**config.mk**
```make
export PLATFORM = sky130hd
export DESIGN_NAME = fir3_inverse
export DESIGN_NICKNAME = d
export VERILOG_FILES = /design/src/rtl/fir3_inverse_pkg.sv /design/src/rtl/fir3_inverse_arith.sv /design/src/rtl/fir3_inverse.sv
export SDC_FILE = /design/constraint.sdc
export NUM_CORES = 1
export LEC_CHECK = 0
export BUFFER_PORTS_ARGS = -buffer_cell sky130_fd_sc_hd__buf_4
export CAP_MARGIN = 0
export CORE_ASPECT_RATIO = 0.6
export CORE_MARGIN = 4
export CORE_UTILIZATION = 65
export CTS_BUF_LIST = sky130_fd_sc_hd__clkbuf_2 sky130_fd_sc_hd__clkbuf_4 sky130_fd_sc_hd__clkbuf_8
export CTS_CLUSTER_DIAMETER = 50
export DETAILED_ROUTE_END_ITERATION = 16
export PLACE_DENSITY_LB_ADDON = 0.3
export SLEW_MARGIN = 20
export SYNTH_ARGS = -nofsm -noshare
export SYNTH_HDL_FRONTEND = slang
export SYNTH_SLANG_ARGS = --single-unit
```
**constraint.sdc**
```tcl
create_clock -name clk -period 26.7 [get_ports clk]
set_clock_uncertainty 0.05 [all_clocks]
set_input_delay 5.34 -clock clk [delete_from_list [all_inputs] [get_ports clk]]
set_output_delay 5.34 -clock clk [all_outputs]
set_load 0.01 [all_outputs]
```
**src/rtl/fir3_inverse_pkg.sv**
```systemverilog
// Shared constants and FSM encoding for the three-tap FIR inverse filter.
package fir3_inverse_pkg;

  localparam int OPERAND_SIZE = 8;
  localparam int PRODUCT_SIZE = 2 * OPERAND_SIZE;

  typedef enum logic [1:0] {
    S_IDLE = 2'd0,
    S_P1   = 2'd1,
    S_P2   = 2'd2,
    S_DONE = 2'd3
  } state_t;

endpackage

```
**src/rtl/fir3_inverse_arith.sv**
```systemverilog
// Arithmetic primitives for the inverse filter: a combinational radix-2 Booth
// multiplier and a carry-lookahead adder built from 4-bit lookahead groups.
module booth_mult
  import fir3_inverse_pkg::*;
#(
  parameter int W = OPERAND_SIZE,
  parameter int P = PRODUCT_SIZE
) (
  input  logic [W-1:0] a_i,
  input  logic [W-1:0] b_i,
  output logic [P-1:0] p_o
);

  logic [P-1:0] a_ext;
  logic [W:0]   b_pair;
  logic [P-1:0] sum;

  always_comb begin
    a_ext  = P'($signed(a_i));
    b_pair = {b_i, 1'b0};
    sum    = '0;
    // Recode each adjacent bit pair of b into {-1, 0, +1} times a shifted copy of a.
    for (int i = 0; i < W; i++) begin
      case (b_pair[i +: 2])
        2'b01:   sum = sum + (a_ext << i);
        2'b10:   sum = sum - (a_ext << i);
        default: sum = sum;
      endcase
    end
    p_o = sum;
  end

endmodule

module cla_adder #(
  parameter int N = 16
) (
  input  logic [N-1:0] a_i,
  input  logic [N-1:0] b_i,
  input  logic         cin_i,
  output logic [N-1:0] sum_o
);

  localparam int NG = (N + 3) / 4;
  localparam int NP = NG * 4;

  logic [NP-1:0] gen, prop, s_pad;
  logic [3:0]    g, p, cc;
  logic          c;

  always_comb begin
    gen   = NP'(a_i) & NP'(b_i);
    prop  = NP'(a_i) ^ NP'(b_i);
    s_pad = '0;
    g     = '0;
    p     = '0;
    cc    = '0;
    c     = cin_i;
    for (int gi = 0; gi < NG; gi++) begin
      g     = gen[gi*4 +: 4];
      p     = prop[gi*4 +: 4];
      cc[0] = c;
      cc[1] = g[0] | (p[0] & c);
      cc[2] = g[1] | (p[1] & g[0]) | (p[1] & p[0] & c);
      cc[3] = g[2] | (p[2] & g[1]) | (p[2] & p[1] & g[0]) | (p[2] & p[1] & p[0] & c);
      c     = g[3] | (p[3] & g[2]) | (p[3] & p[2] & g[1]) | (p[3] & p[2] & p[1] & g[0])
              | ((&p) & c);
      s_pad[gi*4 +: 4] = p ^ cc;
    end
    sum_o = s_pad[N-1:0];
  end

endmodule

```
**src/rtl/fir3_inverse.sv**
```systemverilog
// Sequential deconvolver for y = 2^K*x[n] + c1*x[n-1] + c2*x[n-2]; one shared
// multiplier is stepped over the two history taps, all arithmetic mod 2^(2*WIDTH).
//
// state  | meaning
// IDLE   | ready for y; latches y and coefficients on handshake
// P1     | acc <= acc - h1*k1
// P2     | x <= (acc - h2*k2) >>> K, raise out_valid
// DONE   | hold x until out_ready, then shift history
module fir3_inverse
  import fir3_inverse_pkg::*;
#(
  parameter int WIDTH = OPERAND_SIZE,
  parameter int K     = 0
) (
  input  logic                 clk,
  input  logic                 rst_n,
  input  logic                 in_valid,
  output logic                 in_ready,
  input  logic [2*WIDTH-1:0]   y,
  input  logic [WIDTH-1:0]     c1,
  input  logic [WIDTH-1:0]     c2,
  input  logic                 flush,
  output logic                 out_valid,
  input  logic                 out_ready,
  output logic [WIDTH-1:0]     x
);

  localparam int PW = 2 * WIDTH;

  state_t           state_q;
  logic             in_ready_q;
  logic             out_valid_q;
  logic [PW-1:0]    acc_q;
  logic [WIDTH-1:0] k1_q, k2_q, h1_q, h2_q, x_q;

  logic [WIDTH-1:0] op_a, op_b;
  logic [PW-1:0]    prod;
  logic [PW-1:0]    diff;
  logic [WIDTH-1:0] x_d;

  assign op_a = (state_q == S_P2) ? h2_q : h1_q;
  assign op_b = (state_q == S_P2) ? k2_q : k1_q;

  booth_mult #(.W(WIDTH), .P(PW)) u_mult (
    .a_i (op_a),
    .b_i (op_b),
    .p_o (prod)
  );

  cla_adder #(.N(PW)) u_sub (
    .a_i   (acc_q),
    .b_i   (~prod),
    .cin_i (1'b1),
    .sum_o (diff)
  );

  // Low WIDTH bits of an arithmetic right shift by K are just diff[K +: WIDTH].
  assign x_d = diff[K +: WIDTH];

  always_ff @(posedge clk or negedge rst_n) begin
    if (!rst_n) begin
      state_q     <= S_IDLE;
      in_ready_q  <= 1'b1;
      out_valid_q <= 1'b0;
      acc_q       <= '0;
      k1_q        <= '0;
      k2_q        <= '0;
      h1_q        <= '0;
      h2_q        <= '0;
      x_q         <= '0;
    end else if (flush) begin
      state_q     <= S_IDLE;
      in_ready_q  <= 1'b1;
      out_valid_q <= 1'b0;
      h1_q        <= '0;
      h2_q        <= '0;
    end else begin
      case (state_q)
        S_IDLE: if (in_valid) begin
          acc_q      <= y;
          k1_q       <= c1;
          k2_q       <= c2;
          in_ready_q <= 1'b0;
          state_q    <= S_P1;
        end
        S_P1: begin
          acc_q   <= diff;
          state_q <= S_P2;
        end
        S_P2: begin
          x_q         <= x_d;
          out_valid_q <= 1'b1;
          state_q     <= S_DONE;
        end
        S_DONE: if (out_ready) begin
          h2_q        <= h1_q;
          h1_q        <= x_q;
          out_valid_q <= 1'b0;
          in_ready_q  <= 1'b1;
          state_q     <= S_IDLE;
        end
        default: state_q <= S_IDLE;
      endcase
    end
  end

  assign in_ready  = in_ready_q;
  assign out_valid = out_valid_q;
  assign x         = x_q;

endmodule

```
Yosys cells after proc, flatten, opt, wreduce, memory -nomap -nowiden:

Cells that the tools add are included.
Widths: inputs -> output; s select.

* flip-flop bits (word level): 60
* input port bits: 37

* bitwise logic cells: 94
* add/sub/neg operators: 15
* equal/unequal tests: 20
* muxes and demuxes: 29
* reductions and logical operators: 16

Operators with widths (number)
* $pmux 16 s2: 8
* $add 16x16->16: 7
* $sub 16x16->16: 7
* $mux 8: 8
* $and 1x1->1: 50
* $or 1x1->1: 36
* $mux 16: 2
* $eq 2x2->1 const B: 9
* $eq 2x1->1 const B: 8
* $not 16->16: 1
* $xor 16x16->16: 1
* $xor 4x4->4: 4
* $and 15x15->15: 1
* $reduce_and 4->1: 3
* $reduce_and 3->1: 3
* $sub 1x8->9 const A: 1
* $pmux 2 s4: 1
* $reduce_and 2->1: 4
* $mux 2: 3
* $ne 3x3->1 const B: 2
* $reduce_bool 2->1: 3
* $reduce_bool 3->1: 2
* $mux 1: 5
* $pmux 1 s2: 2
* 3 further kinds: 3

Logic depth before layout (Yosys ltp):

Gate-level depths: netlist (run 1).

* depth in word-level cells: 33
* mapped depth: 42
* gate-level depth less buffers: 40

By module:

From an unflattened synthesis (run 1), not the netlist that was laid out.

* cell total of the unflattened synthesis: 1142
* area total of the unflattened synthesis: 9381.5 µm²

Modules (own cells, without submodules)
* booth_mult: area each 5804.3 µm², cells each 826, seq. area each 0.0 µm², instances 1
* fir3_inverse: area each 2904.0 µm², cells each 240, seq. area each 1502.7 µm², instances 1
* cla_adder: area each 673.1 µm², cells each 76, seq. area each 0.0 µm², instances 1

Worst setup path before layout (run 1):

Ideal clock, no wire load.

* kind: reg2reg
* from: register state_q[0]
* to: register acc_q[7]
* required time: 26.564 ns
* buffers on the path: 4
* path slack: 17.859 ns
* setup time: 0.086 ns
* stages on the path, launching flop included: 40
* period minus slack after synthesis: 8.841 ns
* arrival time: 8.706 ns
* path through: dfrtp_1 > inv_1 > ha_1 > buf_6 > buf_6 > clkbuf_1 > mux2_2 > ha_1 > clkbuf_1 > nor2_1 > xor2_1 > ha_1 > nor4b_1 > a311oi_1 > nand2_1 > ha_1 > a21o_1 > nor3_1 > [... 4 more ...] > mux2_2 > fa_1 > xor2_1 > nor2_1 > nor3_1 > nor2b_1 > inv_1 > fa_1 > nor2_1 > a21oi_1 > xor2_1 > ha_1 > o21a_1 > nor2_1 > xnor3_1 > xor2_1 > xnor3_1 > o221ai_2

* word-level cells in the longest chain between the ends: 29
* elaborated cells between the ends (all ways): 68
* those cells by class: 15 x add/sub; 17 x eq/ne; 11 x mux; 21 x bitwise; 4 x reduce/logical

RTL lines
* start, declared: RTL line fir3_inverse.sv:30 `state_t state_q;`
* start signal, assigned: RTL line fir3_inverse.sv:62 `state_q <= S_IDLE;`
* start signal, assigned: RTL line fir3_inverse.sv:72 `state_q <= S_IDLE;`
* start signal, assigned: RTL line fir3_inverse.sv:84 `state_q <= S_P1;`
* $eq 2x2->1: RTL line fir3_inverse.sv:41, fir3_inverse.sv:42
* $mux 8: RTL line fir3_inverse.sv:41 `assign op_a = (state_q == S_P2) ? h2_q : h1_q;`
* $sub 1x8->9: RTL line fir3_inverse_arith.sv:26 `2'b10: sum = sum - (a_ext << i);`
* $mux 16: RTL line fir3_inverse_arith.sv:24 `case (b_pair[i +: 2])`
* $sub 16x16->16 / $add 16x16->16 (equally long branches): RTL line fir3_inverse_arith.sv:26, fir3_inverse_arith.sv:25
* $pmux 16 s2: RTL line fir3_inverse_arith.sv:24
* $sub 16x16->16 / $add 16x16->16 (equally long branches): RTL line fir3_inverse_arith.sv:26, fir3_inverse_arith.sv:25
* $pmux 16 s2: RTL line fir3_inverse_arith.sv:24
* [... 12 more ...]
* $and 1x1->1: RTL line fir3_inverse_arith.sv:66 `c = g[3] | (p[3] & g[2]) | (p[3] & p[2] & g[1]) | (p[3] & p[2] & p[1] & g[0])`
* $or 1x1->1 / $and 1x1->1 (equally long branches) (2 in a row): RTL line fir3_inverse_arith.sv:66
* $or 1x1->1: RTL line fir3_inverse_arith.sv:66
* $or 1x1->1: RTL line fir3_inverse_arith.sv:67 `| ((&p) & c);`
* $and 1x1->1: RTL line fir3_inverse_arith.sv:65 `cc[3] = g[2] | (p[2] & g[1]) | (p[2] & p[1] & g[0]) | (p[2] & p[1] & p[0] & c);`
* $or 1x1->1: RTL line fir3_inverse_arith.sv:65
* $xor 4x4->4: RTL line fir3_inverse_arith.sv:68 `s_pad[gi*4 +: 4] = p ^ cc;`
* $pmux 16 s2: RTL line fir3_inverse.sv:78 `case (state_q)`
* end signal, assigned: RTL line fir3_inverse.sv:80 `acc_q <= y;`
* end signal, assigned: RTL line fir3_inverse.sv:87 `acc_q <= diff;`
* end, declared: RTL line fir3_inverse.sv:33 `logic [PW-1:0] acc_q;`

Several ways; a longest one is shown, not always the timed one.
A chain may end at the register's enable or synchronous reset.

Final worst setup path (run 1):

Same ends and word-level chain as after synthesis.

==> results of run 1 <==
## metrics by stage
step | utilization (%) | cell area (sq um)
final | 73.8 | 4990
after global placement | 72.0 | 4870
after CTS | 73.8 | 4990
after floorplan | - | 4570
after global routing | 73.8 | 4990
after detailed placement | 72.1 | 4870
## final timing paths
check,start,endpoint,slack [ns],cells past startpoint
worst max-delay path,state_q[0],acc_q[7],16.45,37
worst min-delay path,k2_q[2],k2_q[2],0.47,1
worst max register to register,state_q[0],acc_q[7],16.45,37
worst min register to register,k2_q[2],k2_q[2],0.47,1
max in group asynchronous,rst_n,h1_q[7],21.14,1
min in group asynchronous,rst_n,acc_q[0],4.99,1
## placed cells by master (no fill, tap or decap), types with 5 or more instances in the layout
| cell type | synthesis | layout |
|---|---|---|
| nand2_1 | 62 | 62 |
| dfrtp_1 | 51 | 51 |
| nor2_1 | 47 | 47 |
| a21oi_1 | 40 | 39 |
| buf_4 | 0 | 39 |
| ha_1 | 36 | 36 |
| mux2_2 | 32 | 32 |
| xnor2_1 | 25 | 25 |
| inv_1 | 25 | 25 |
| xor2_1 | 24 | 24 |
| mux2i_1 | 20 | 20 |
| nor3_1 | 15 | 15 |
| o21ai_0 | 15 | 15 |
| o21a_1 | 7 | 7 |
| or3_1 | 6 | 6 |
| a21o_1 | 5 | 5 |
| nand2b_1 | 5 | 5 |
| fa_1 | 5 | 5 |
| clkbuf_8 | 0 | 5 |
## cell usage after synthesis (5+ instances only)
cell | count | area [sq um]
nand2_1 | 62 | 233
mux2i_1 | 20 | 200
xnor2_1 | 25 | 219
xor2_1 | 24 | 210
a21o_1 | 5 | 37.5
clkbuf_1 | 18 | 67.6
inv_1 | 25 | 93.8
o21a_1 | 7 | 52.6
a21oi_1 | 40 | 200
nor2_1 | 47 | 176
dfrtp_1 | 51 | 1280
nand2b_1 | 5 | 31.3
nor3_1 | 15 | 75.1
mux2_2 | 32 | 360
o21ai_0 | 15 | 75.1
or3_1 | 6 | 37.5
ha_1 | 36 | 450
fa_1 | 5 | 100
## sequential cells by signal, summed over array words and instances (netlist names)
| register | flops |
|---|---|
| h2_q | 8 |
| out_valid | 1 |
| h1_q | 8 |
| in_ready | 1 |
| x | 8 |
| k1_q | 8 |
| acc_q | 8 |
| state_q | 2 |
| k2_q | 8 |
## per-layer routing
layer	track usage [%]	routed length, um	share of wire (%)
met2	41.9	4700	43
met5	0	0	0
met3	5.72	867	7.9
met4	3.99	81	0.74
met1	42.3	5280	48
## worst max-delay path, delay by kind of cell, from the launching register on
| family | cells | cell delay (ns) |
|---|---|---|
| xor+xnor | 7 | 1.70 |
| simple gates | 11 | 1.81 |
| flops | 1 | 0.42 |
| mux | 1 | 0.44 |
| buf+inv | 4 | 0.82 |
| fa+ha+maj | 8 | 2.96 |
| compound gates | 6 | 1.92 |
## cell type report
| cell class | count | area share (%) |
|---|---|---|
| inverters | 27 | 2.08 |
| flip-flops and latches | 52 | 26.1 |
| clock inverters | 2 | 0.777 |
| repair buffers | 39 | 5.87 |
| multi-input cells | 402 | 61.5 |
| clock buffers | 6 | 1.53 |
| well taps | 87 | 2.18 |
## logic make-up after synthesis
kind of cell,share of synthesized area [%]
adders and majority gates,12.0
muxes,14.1
DFF,28.5
AOI/OAI and AO/OA,13.5
buffers and inverters,4.49
xor gates and xnor gates,10.4
and+or+nand+nor,17.0
==> results.py, run 1 <==
metrics = {
    "outcome": {
        "run_status": "finished clean",
    },
    "global_route": {
        "grt_max_degree": 53,
        "grt_pass1_vias": 3585,
        "grt_pass1_wl_um": 18500,
        "antenna_found_initial": 0,
        "grt_overflow": 0,
        "grt_usage_pct": 27.8,
    },
    "cts": {
        "cts_root_buf": "clkbuf_8",
        "cts.reportedPaths.clkPinSlew_ns": 0.10,
        "cts_resized": 0,
        "cts_setup_buffers": 0,
        "clk_path_buf_depth": 2,
        "cts_buffers": 5,
        "cts_max_level": 2,
        "ctsHoldBuffers": 0,
        "clock_latency_ns": 0.31,
        "cts_tree": "done",
        "cts_sinks": 52,
    },
    "hold_path": {
        "hold_path_class": "reg -> reg",
    },
    "setup_path": {
        "cp-start-kind": "register",
        "crit_top_cell": "ha_1",
        "crit_slowest_cell": "o21ai_0",
        "critPathArrivalTime_ns": 10.43,
        "critPathMaxFanout": 27,
        "worstPathRequired_ns": 26.89,
        "max_stage_delay_ns": 0.66,
        "crit_type": "reg -> reg",
        "crit_path_end_kind": "register",
    },
    "placed_design": {
        "dp_slack_ns": 16.76,
        "dp.cells": 607,
        "detailed_place_hpwl_um": 8610,
        "io_buffers": 38,
        "finalWeightedCongestion": 0.923,
    },
    "logic_synthesis": {
        "ys_types": 56,
        "ys_seq_elements": 52,
        "syn-cell-area_sq_um": 4570,
        "ys_seq_area_share_pct": 28.5,
        "ys.flop_type": "dfrtp_1",
        "async_reset_ff_share_pct": 100,
        "synth_edf_count": 0,
        "syn_avg_cell_area_sq_um": 9.10,
        "synthCells": 502,
        "synth_fp_nets": 580,
        "yosysWarnings": 0,
    },
    "cells_and_area": {
        "nNetsFinal": 605,
        "multiInputGateArea_sq_um": 3070,
        "seqCellArea_sq_um": 1300,
        "synthToLayoutAreaGrowth_pct": 9.17,
        "fin_cells": 615,
        "n_fill_cell": 492,
        "drive_gt1_share_pct": 18.8,
        "n_antenna_cell": 0,
    },
    "drt": {
        "first_iter_violations": 418,
        "vias": 3712,
        "wl_um": 10900,
        "vias_per_cell": 6.04,
        "dr.pass1.iters": 5,
        "routedWlPerCell_um": 17.8,
        "ant_nets": 0,
        "drc": 0,
    },
    "sta": {
        "fin_setup_tns_ns": 0,
        "tightest_slew_ns": 0.848,
        "setup_ws_ns": 16.45,
        "maxSlewViolCount": 0,
        "hold_violations": 0,
        "hold_ws_ns": 0.466,
        "fin_crit_ns": 10.25,
        "slew_headroom_pct": 42.9,
        "period_share_pct": 38.4,
        "setup_viol": 0,
        "fmax_ghz": 0.0976,
        "grt_setup_unrepaired": "no",
    },
    "floorplanning": {
        "initial_core_util_pct": 67.6,
        "die-area_sq_um": 8480,
        "io_pins": 47,
        "die_w_um": 116,
        "rows": 23,
        "coreArea_sq_um": 6760,
        "die_h_um": 73.0,
    },
    "run": {
        "max-cap-violations": 0,
    },
}
Power of run 1 is left out: the tool's default activity adds up to more than one toggle a clock period on the data nets, which glitch-free logic cannot reach.
==> run 2, diff against run 1 <==
CORE_UTILIZATION = 62   (was 65)
clock period = 9.9 ns   (was 26.7 ns; I/O delays follow)
==> results.py, run 2 (synthesized netlist as in run 1, its figures left out) <==
metrics = {
    "cts": {
        "clk_path_buf_depth": 2,
        "cts.reportedPaths.clkPinSlew_ns": 0.10,
        "cts_root_buf": "clkbuf_8",
        "cts_sinks": 52,
        "clock_latency_ns": 0.31,
        "cts_max_level": 2,
        "cts_buffers": 5,
        "cts_tree": "done",
    },
    "cells_and_area": {
        "n_antenna_cell": 0,
        "n_fill_cell": 530,
        "drive_gt1_share_pct": 20.0,
        "layout_commonest_cell": "nand2_1",
        "synthToLayoutAreaGrowth_pct": 10.5,
        "nNetsFinal": 611,
        "utilization_pct": 73.1,
        "layout_common_cells": "62 x nand2_1, 51 x dfrtp_1, 47 x nor2_1",
    },
    "sta": {
        "grt_setup_unrepaired": "no",
        "fin_setup_tns_ns": 0,
        "tightest_slew_ns": 0.651,
        "setup_viol": 0,
        "setup_ws_ns": 0.556,
        "fin_crit_ns": 9.34,
        "period_share_pct": 94.4,
        "fmax_ghz": 0.107,
        "hold_violations": 0,
        "slew_headroom_pct": 56.6,
        "maxSlewViolCount": 0,
    },
    "floorplanning": {
        "rows": 23,
        "die_h_um": 74.5,
        "coreArea_sq_um": 6910,
        "die-area_sq_um": 8850,
        "io_pins": 47,
        "die_w_um": 119,
        "initial_core_util_pct": 66.2,
    },
    "setup_path": {
        "worstPathRequired_ns": 10.08,
        "crit_type": "reg -> reg",
        "critPathArrivalTime_ns": 9.53,
        "max_stage_delay_ns": 0.57,
        "crit_path_end_kind": "register",
        "critPathMaxFanout": 12,
        "crit_slowest_cell": "fa_1",
        "cp-start-kind": "register",
    },
    "drt": {
        "drc": 0,
        "routedWlPerCell_um": 18.5,
        "vias": 3828,
        "vias_per_cell": 6.16,
        "ant_nets": 0,
        "first_iter_violations": 424,
        "wl_um": 11500,
        "dr.pass1.iters": 7,
    },
    "run": {
        "max-cap-violations": 0,
    },
    "global_route": {
        "grt_pass1_wl_um": 19200,
        "grt_max_degree": 53,
        "grt_overflow": 0,
        "antenna_found_initial": 0,
        "grt_pass1_vias": 3838,
        "grt_usage_pct": 27.4,
    },
    "placed_design": {
        "detailed_place_hpwl_um": 8870,
        "io_buffers": 38,
        "dp_slack_ns": 0.469,
        "finalWeightedCongestion": 0.946,
    },
    "outcome": {
        "run_status": "finished clean",
    },
    "hold_path": {
        "hold_path_class": "reg -> reg",
    },
}
run 2: cell count changes in the layout (fill, tap and decap cells not counted):
cell | before | now
buf_4 | 39 | 44
buf_6 | 0 | 1
clkbuf_4 | 1 | 0
clkbuf_8 | 5 | 6
clkinv_4 | 0 | 1
ha_1 | 36 | 35
ha_2 | 0 | 1
inv_6 | 1 | 0
o21a_1 | 7 | 6
o21a_2 | 0 | 1
o21ai_0 | 15 | 13
o21ai_1 | 1 | 3
run 2: layer usage:
layer / global-route usage, % / routed length [um] / vias up / share of wire (%)
li1: - / - / 1800 / -
met3: 7.37 / 1090 / 23 / 9.5
met2: 42.5 / 4980 / 162 / 43
met4: 6.93 / 190 / 0 / 1.7
met1: 38.6 / 5210 / 1843 / 45
met5: 0 / 0 / - / 0
run 2: stage by stage:
step | hold WS [ns] | std cells | area, sq um
after floorplan | 0.424 | 502 | 4570
after detailed placement | 0.444 | 612 | 4910
after global routing | 0.489 | 621 | 5050
final | 0.463 | 621 | 5050
after CTS | 0.466 | 620 | 5030
after global placement | 0.436 | 612 | 4910
run 2: final cells by class:
cell class / count / area (sq um) / area share, %
Clock inverter: 2 / 38.8 / 0.768
Multi-Input combinational cell: 402 / 3070 / 60.8
Tap cell: 87 / 109 / 2.16
Sequential cell: 52 / 1300 / 25.8
Timing Repair Buffer: 45 / 342 / 6.77
Inverter: 27 / 104 / 2.06
Clock buffer: 6 / 82.6 / 1.64
run 2: worst paths after layout:
check                                start  endpoint  slack (ns)  depth (start not counted)
worst max-delay path            state_q[0]  acc_q[7]        0.56                         37
worst min-delay path               k1_q[3]   k1_q[3]        0.46                          1
worst max register to register  state_q[0]  acc_q[7]        0.56                         37
worst min register to register     k1_q[3]   k1_q[3]        0.46                          1
max in group asynchronous            rst_n   h1_q[5]        7.72                          1
min in group asynchronous            rst_n  acc_q[0]        1.63                          1
run 2: critical path: cells and delay by family, from the launching register on:
kind            cells  cell delay [ns]
fa+ha+maj           8             2.95
xor+xnor            8             1.84
simple gates        9             1.57
mux                 3             1.03
compound gates      5             0.89
buf+inv             4             0.48
flops               1             0.41
run 2: repair_timing:
| item | in CTS | in global routing |
|---|---|---|
| buffers inserted | 0 | 1 |
| gates resized for setup | 0 | 6 |
| hold buffers | 0 | 0 |
| endpoints found under the setup margin | 0 | 2 |
Power of run 2 is left out for the same reason.
==> run 3, diff against run 2 <==
CORE_UTILIZATION = 65   (was 62)
SYNTH_HIERARCHICAL = 1   (was unset)
==> results.py, run 3 <==
metrics = {
    "cells_and_area": {
        "utilization_pct": 71.6,
        "nNetsFinal": 610,
        "fin_area_sq_um": 5180,
        "synthToLayoutAreaGrowth_pct": 7.44,
        "n_antenna_cell": 0,
        "fin_cells": 624,
        "drive_gt1_share_pct": 26.3,
        "layout_common_cells": "51 x mux2_2, 51 x dfrtp_1, 48 x nand2_1",
    },
    "drt": {
        "dr.pass1.iters": 4,
        "vias_per_cell": 5.74,
        "wl_um": 10600,
        "ant_nets": 0,
        "drc": 0,
        "routedWlPerCell_um": 17.1,
        "vias": 3582,
        "first_iter_violations": 317,
    },
    "cts": {
        "clk_path_buf_depth": 2,
        "cts_max_level": 2,
        "cts_setup_buffers": 0,
        "cts_tree": "done",
        "cts.reportedPaths.clkPinSlew_ns": 0.10,
        "clock_latency_ns": 0.32,
        "cts_root_buf": "clkbuf_8",
        "cts_buffers": 5,
        "cts_resized": 0,
        "cts_sinks": 52,
        "ctsHoldBuffers": 0,
    },
    "pwr": {
        "powerDensity_nw_per_um2": 514,
        "p_total_mw": 2.66,
        "ir_worst_vdd_v": 0.000525,
        "p_leak_nw": 2.30,
    },
    "setup_path": {
        "worstPathRequired_ns": 10.07,
        "critPathArrivalTime_ns": 9.58,
        "crit_type": "reg -> reg",
        "crit_path_end_kind": "register",
        "critPathMaxFanout": 12,
        "crit_slowest_cell": "fa_1",
        "crit_top_cell": "ha_1",
        "max_stage_delay_ns": 0.49,
        "critical_path_buf_inv_count": 4,
        "cp-start-kind": "register",
        "crit_family": "adder cells",
    },
    "floorplanning": {
        "die-area_sq_um": 8910,
        "die_h_um": 74.7,
        "die_w_um": 119,
        "rows": 24,
        "initial_core_util_pct": 66.7,
        "coreArea_sq_um": 7240,
        "io_pins": 47,
    },
    "sta": {
        "grt_setup_unrepaired": "no",
        "setup_viol": 0,
        "fmax_ghz": 0.106,
        "tightest_slew_ns": 0.865,
        "hold_ws_ns": 0.458,
        "setup_ws_ns": 0.488,
        "maxSlewViolCount": 0,
        "slew_headroom_pct": 42.3,
        "hold_violations": 0,
        "fin_crit_ns": 9.41,
        "period_share_pct": 95.1,
        "fin_setup_tns_ns": 0,
    },
    "global_route": {
        "grt_max_degree": 53,
        "grt_pass1_wl_um": 17900,
        "grt_usage_pct": 25.3,
        "antenna_found_initial": 0,
        "grt_pass1_vias": 3604,
        "grt_overflow": 0,
    },
    "placed_design": {
        "finalWeightedCongestion": 0.834,
        "dp_slack_ns": 0.368,
        "dp.cells": 616,
        "detailed_place_hpwl_um": 8340,
        "io_buffers": 38,
        "dpl_cell_area_sq_um": 5060,
    },
    "logic_synthesis": {
        "synthCells": 516,
        "yosysWarnings": 6,
        "syn-cell-area_sq_um": 4820,
        "syn_avg_cell_area_sq_um": 9.35,
    },
    "run": {
        "max-cap-violations": 0,
    },
    "outcome": {
        "run_status": "finished clean",
    },
    "hold_path": {
        "hold_path_class": "reg -> reg",
    },
}
## run 3: layout make-up
type,count,area (sq um)
Fill cell,540,2050
Timing Repair Buffer,46,345
Inverter,38,143
Sequential cell,52,1300
Clock inverter,2,38.8
Tap cell,104,130
Clock buffer,6,76.3
Multi-Input combinational cell,376,3150
## run 3: routing by layer
metal  routed length, um  global-route usage, %
met5                   0                      0
met2                4830                   42.1
met3                 520                   3.75
met4                  75                   4.49
met1                5210                   36.2
## run 3: worst register-to-register path, delay by kind of cell, from the launching register on
family / cells / cell delay [ns]
DFF: 1 / 0.42
and+or+nand+nor: 2 / 0.45
muxes: 8 / 2.17
xor gates and xnor gates: 7 / 1.18
buffers and inverters: 4 / 0.59
adders and majority gates: 9 / 3.08
AOI/OAI and AO/OA: 6 / 1.40
## run 3: worst paths after layout
kind	startpoint	endpoint	slack (ns)	cells after the start
min in group asynchronous	rst_n	state_q[0]	1.63	1
worst min-delay path	k2_q[0]	k2_q[0]	0.46	1
worst min register to register	k2_q[0]	k2_q[0]	0.46	1
worst max-delay path	state_q[0]	acc_q[7]	0.49	36
worst max register to register	state_q[0]	acc_q[7]	0.49	36
max in group asynchronous	rst_n	acc_q[3]	7.74	1
## run 3: report_power, final
part	total [mW]	switching (mW)	internal (mW)	leakage, nW
combinational	2.16	1.14	1.03	1.59
sequential	0.346	0.0548	0.291	0.653
clock	0.154	0.0746	0.0792	0.0592
Note: power is estimated with default switching activity, not from simulation.
